**src/rtl/memchk_pkg.sv**
```systemverilog
// Shared types and constants for the memory-write checker.
// State encoding, failure cause codes and an index-width helper.
package memchk_pkg;

    typedef enum logic [1:0] {
        ST_IDLE = 2'd0,
        ST_RUN  = 2'd1,
        ST_PASS = 2'd2,
        ST_FAIL = 2'd3
    } memchk_state_t;

    localparam logic [1:0] FC_NONE    = 2'd0;
    localparam logic [1:0] FC_ADDR    = 2'd1;
    localparam logic [1:0] FC_DATA    = 2'd2;
    localparam logic [1:0] FC_TIMEOUT = 2'd3;

    // A single-entry table still needs a one-bit index port.
    function automatic int idx_width(input int depth);
        return (depth > 1) ? $clog2(depth) : 1;
    endfunction

endpackage

```
**src/rtl/memchk_table.sv**
```systemverilog
// Expected-store table: DEPTH entries of (address, data).
// It has one write port, one combinational read port, and an async clear.
module memchk_table
    import memchk_pkg::*;
#(
    parameter int AW    = 32,
    parameter int DW    = 32,
    parameter int DEPTH = 8,
    localparam int IW   = idx_width(DEPTH)
) (
    input  logic          clka,
    input  logic          rst_n,
    input  logic          cfg_we,
    input  logic [IW-1:0] cfg_idx,
    input  logic [AW-1:0] cfg_addr,
    input  logic [DW-1:0] cfg_data,
    input  logic [IW-1:0] rd_idx,
    output logic [AW-1:0] rd_addr,
    output logic [DW-1:0] rd_data
);

    logic [AW-1:0] addr_mem [DEPTH];
    logic [DW-1:0] data_mem [DEPTH];

    always_ff @(posedge clka or negedge rst_n) begin
        if (!rst_n) begin
            for (int i = 0; i < DEPTH; i++) begin
                addr_mem[i] <= '0;
                data_mem[i] <= '0;
            end
        end else if (cfg_we && (int'(cfg_idx) < DEPTH)) begin
            addr_mem[cfg_idx] <= cfg_addr;
            data_mem[cfg_idx] <= cfg_data;
        end
    end

    // Indices past the last entry (non power-of-two DEPTH) read as zero.
    always_comb begin
        rd_addr = '0;
        rd_data = '0;
        if (int'(rd_idx) < DEPTH) begin
            rd_addr = addr_mem[rd_idx];
            rd_data = data_mem[rd_idx];
        end
    end

endmodule

```
**config.mk**
```make
export PLATFORM = sky130hd
export DESIGN_NAME = memchk_table
export DESIGN_NICKNAME = d
export VERILOG_FILES = /design/src/rtl/memchk_pkg.sv /design/src/rtl/memchk_table.sv
export SDC_FILE = /design/constraint.sdc
export NUM_CORES = 1
export LEC_CHECK = 0
export BUFFER_PORTS_ARGS = -buffer_cell sky130_fd_sc_hd__clkbuf_2
export CORE_UTILIZATION = 60
export DETAILED_ROUTE_END_ITERATION = 6
export HOLD_SLACK_MARGIN = 0.03
export PLACE_DENSITY = 0.79
export SETUP_SLACK_MARGIN = 0.15
export SLEW_MARGIN = 20
export SYNTH_ARGS = -nofsm -noshare
export SYNTH_HDL_FRONTEND = slang
export SYNTH_SLANG_ARGS = --single-unit
```
**constraint.sdc**
```tcl
create_clock -name clka -period 5.7 [get_ports clka]
set_clock_uncertainty 0.1 [all_clocks]
set_input_delay 1.71 -clock clka [delete_from_list [all_inputs] [get_ports clka]]
set_output_delay 1.71 -clock clka [all_outputs]
set_load 0.02 [all_outputs]
```
---- Word level (Yosys, flattened, before mapping) ----
Cells that the tools add are included.
W data, S select, Z words.
cells by class
  magnitude comparators ................... 3
  mux-type cells .......................... 10
  bitwise logic cells ..................... 2
  reduce and logical (&&, ||, !) cells .... 1
operators by type and width
  operator              number
  $bwmux W256           2
  $bmux W32 S3          2
  $mux W32              5
  $demux W32 S3         1
  $ge A4 B4 Y1 const B  2
  $not A3 Y4            2
  $lt A4 B1 Y1 const B  1
  $logic_and A1 B1 Y1   1
word-level totals
  register bits ........................... 512
  bits of input ports ..................... 73
  output and inout bits ................... 64
  logic and storage cells ................. 32

---- Depth between registers and ports, before layout ----
  depth after elaboration ................. 6
  mapped depth ............................ 4
  depth with buffers taken out ............ 2

---- Worst setup path after synthesis ----
OpenSTA, ideal clock, no wires.
  path kind ............................... in2out
  start point ............................. input rd_idx[0]
  end point ............................... output rd_addr[11]
  data arrival time ....................... 2.899 ns
  required time ........................... 3.890 ns
  path slack .............................. 0.991 ns
  cell stages on the path ................. 4
  path buffers ............................ 2
  path through ............................ buf_6 -> buf_4 -> mux4_2 -> mux2_2
between the ends
  word-level cells in the longest chain between the ends .. 4
RTL lines
  item                                         RTL line            source
  start, declared                              memchk_table.sv:17  input logic [IW-1:0] rd_idx,
  $not A3 Y4 (not written as such)             memchk_table.sv:42  rd_addr = addr_mem[rd_idx];
  $bmux W32 S3                                 memchk_table.sv:42
  $mux W32 (not written as such) (2 in a row)  memchk_table.sv:42
  end, declared                                memchk_table.sv:18  output logic [AW-1:0] rd_addr,
No other way between the ends. The select of a mux whose other input is x is not followed.

---- Worst setup path after layout ----
  start point ............................. input rd_idx[0]
  end point ............................... output rd_addr[8]
The elaborated chain is that of the path after synthesis.

==> summary.txt <==
Power and ir drop
  • Power Density: about 400 nW/um2
  • VDD IR max: 338.7 uV
  • Pint: ~7.6 mW
  • Seq pwr share: between 40% and 50%
  • Clock power share: 33.2%
  • Net Sw Frac: between 20% and 30%
  • Sw Pwr: between 2 and 3 mW
  • Total power: 10.21 mW
  • Pleak: 11.04 nW
  • Combinational power share: 19.5%

Route
  • DR pass1 iterations: 4
  • Routed length per instance: approximately 24 um
  • Antenna Nets Post-Route: 0
  • Total number of vias: approximately 12000
  • DR vias/cell: between 6 and 7
  • Drt drc: 0
  • Final wirelength: ~48000 um
  • Initial DRC count: about 420

Timing
  • Slew @ Worst Pin: 0.9859 ns
  • Final worst path period need: slightly above 5 ns
  • Slew HR: 34.27%
  • RSZ-0062 raised after global routing: false
  • Fmax: approximately 0.19 GHz
  • Setup violators final: 0
  • Slew Limit Fails: 0
  • Final Hold Fails: 0
  • Setup TNS Final: 0 ns
  • Final period util: about nine tenths
  • Hold slack: between 0.3 and 0.4 ns

Hold path
  • Worst Hold End: data_mem[77]
  • Hold path startpoint: data_mem[77]
  • Min-delay worst type: flip-flop to flip-flop
  • Hold Crit Depth: 1

Clock network
  • Post-CTS Resized: 0
  • Postcts setup bufs: 0
  • Total CTS buffers: 52
  • Clock Latency Late Sink: between 0.5 and 0.6 ns
  • Clock-pin slew on the worst setup and hold paths: about 0.06 ns
  • Root buffer cell: clkbuf_16
  • CTS Hold Bufs: 0
  • CTS Sinks: approximately 510
  • CTS tree: yes
  • Htree depth: 2
  • Clk buf depth: 3

Yosys
  • Top post-synthesis cells by area: dfrtp_1 56%, mux2_2 28%, mux4_2 13%
  • Ys Warns: 0
  • Most common library cells after synthesis: 576 x mux2_2, 512 x dfrtp_1, 128 x mux4_2
  • Yosys top cell area share: 56.25%
  • Syn Area/Cell: between 15 and 20 um2
  • Gate Count Post-Synth: roughly 1300
  • Post-synth EDFFs: 0
  • Post-synthesis sequential area ratio: between 50% and 60%
  • Top_reg_cell synth: dfrtp_1
  • Count leader, synth: mux2_2
  • Synth cell types: 12
  • Mapped cell area: around 23000 um2
  • Mapped Nets: between 1000 and 1500
  • Post-synth ARST share: 100.0%
  • Synth area leader: dfrtp_1
  • #FFs+latches synth: 512

Layout
  • Layout cell share with drive strength beyond 1: approximately two thirds
  • Finished Cell Area: about 26000 um2
  • # nets final: around 1500
  • Area delta synth->final: 13.11%

Floorplanning
  • Chip width: a little under 200 um
  • FP Rows: 71
  • Die Span Y: about 200 um
  • Top-level I/O count: ~140
  • Starting density of the core: 60.76%
  • Area of the die: 38750 um2
  • Placeable Area: 37490 um2

GRT
  • Total GRT Usage: about a quarter
  • Initial antenna violation count: 4
  • Vias in the first global route: ~13000
  • Pin count of the biggest net entering global routing: about 120
  • Overflow after GRT: 0
  • First-pass GRT wire length: roughly 77000 um

Critical path
  • Origin of the critical flop-to-flop path: data_mem[235]
  • Startpoint types: input pin
  • Worst path top cell family by delay: multiplexers
  • Cell Chain, Critical Path: clkbuf_8, buf_4, mux4_2, mux2_2, clkbuf_2
  • CP startpoint: rd_idx[0]
  • CP max FO: 19
  • Critical Path AT: about 3.4 ns
  • Bufs and invs on worst path: 3
  • Critical R2R Capture: data_mem[235]
  • Worst-case reg-to-reg path depth: 1
  • Critical path's largest stage delay: roughly 0.55 ns
  • WP data required: ~3.9 ns
  • Reg-to-reg slack, setup: 4.81 ns
  • Crit path max-delay cell type: mux4_2
  • CP Capture Type: primary output
  • Critical path type: input pin to primary output

Placement
  • Placed Area: about 24000 um2
  • Placed wire-length estimate: roughly 27000 um
  • Placer Congestion: between 0.7 and 0.8
  • PortBufs: between 100 and 150

Job
  • Max_cap viols: 0

Outcome
  • Status: complete, no violations
## logic make-up after synthesis
kind of cell | synth area share [%]
buffers and inverters | 2.279
flip-flops | 56.25
multiplexers | 41.13
AND/OR/NAND/NOR | 0.3461
## cells in the final DEF, fill, tap and decap left out
cell,synthesis,layout
clkinvlp_4,0,2
and4bb_4,0,3
nand4b_1,3,3
buf_12,0,15
diode_2,0,1
mux2_2,576,576
inv_6,0,2
clkbuf_16,0,53
clkbuf_8,0,13
bufinv_16,0,3
buf_4,9,17
mux4_2,128,128
dfrtp_1,512,512
clkinv_2,0,14
nand4_1,1,1
nor4b_2,0,1
buf_8,0,1
clkbuf_2,0,132
clkbuf_1,10,9
buf_6,11,1
## flip-flops by register name (all words and copies together) (netlist names)
name / count
data_mem: 256
addr_mem: 256
## per-layer routing
layer | GRT usage, % | share of wire (%)
met1 | 36.04 | 44
met2 | 42.35 | 50
met3 | 4.552 | 3.8
met4 | 7.005 | 1.8
met5 | 0 | 0.082
## cell type report
| class | count | area [um2] |
|---|---|---|
| Clock inverter | 21 | 192.7 |
| Antenna cell | 1 | 2.502 |
| Clock buffer | 74 | 1525 |
| Tap cell | 511 | 639.4 |
| Fill cell | 2514 | 11720 |
| Sequential cell | 512 | 12810 |
| Timing Repair Buffer | 167 | 1129 |
| Multi-Input combinational cell | 712 | 9465 |
## worst max-delay path by stage
stage                  end  slack (ns)  cells past startpoint
2_1_floorplan  rd_addr[11]        0.99                      4
6_report        rd_addr[8]        0.51                      5
5_1_grt         rd_addr[8]        0.42                      5
4_1_cts         rd_addr[8]        0.47                      5
3_3_place_gp    rd_addr[8]        0.50                      5
3_5_place_dp    rd_addr[8]        0.49                      5
## through the flow
step / worst slack, ns / utilization [%] / instances
6_report: 0.5120 / 68.73 / 1998
5_1_grt: 0.4237 / 68.73 / 1998
4_1_cts: 0.4701 / 68.72 / 1997
3_5_place_dp: 0.4898 / 64.14 / 1902
3_3_place_gp: 0.5039 / 64.14 / 1902
2_1_floorplan: 0.9913 / - / 1314
## power groups by stage
| stage | Combinational (mW) | Clock (mW) | Sequential [mW] |
|---|---|---|---|
| final | 1.99 | 3.39 | 4.83 |
| after global routing | 2.14 | 3.61 | 4.93 |
| after CTS | 2.02 | 3.47 | 4.83 |
| after detailed placement | 2.00 | 0 | 4.88 |
| after global placement | 1.93 | 0 | 4.83 |
| after floorplan | 1.52 | 0 | 4.73 |
Power figures use the tool's default switching activity.
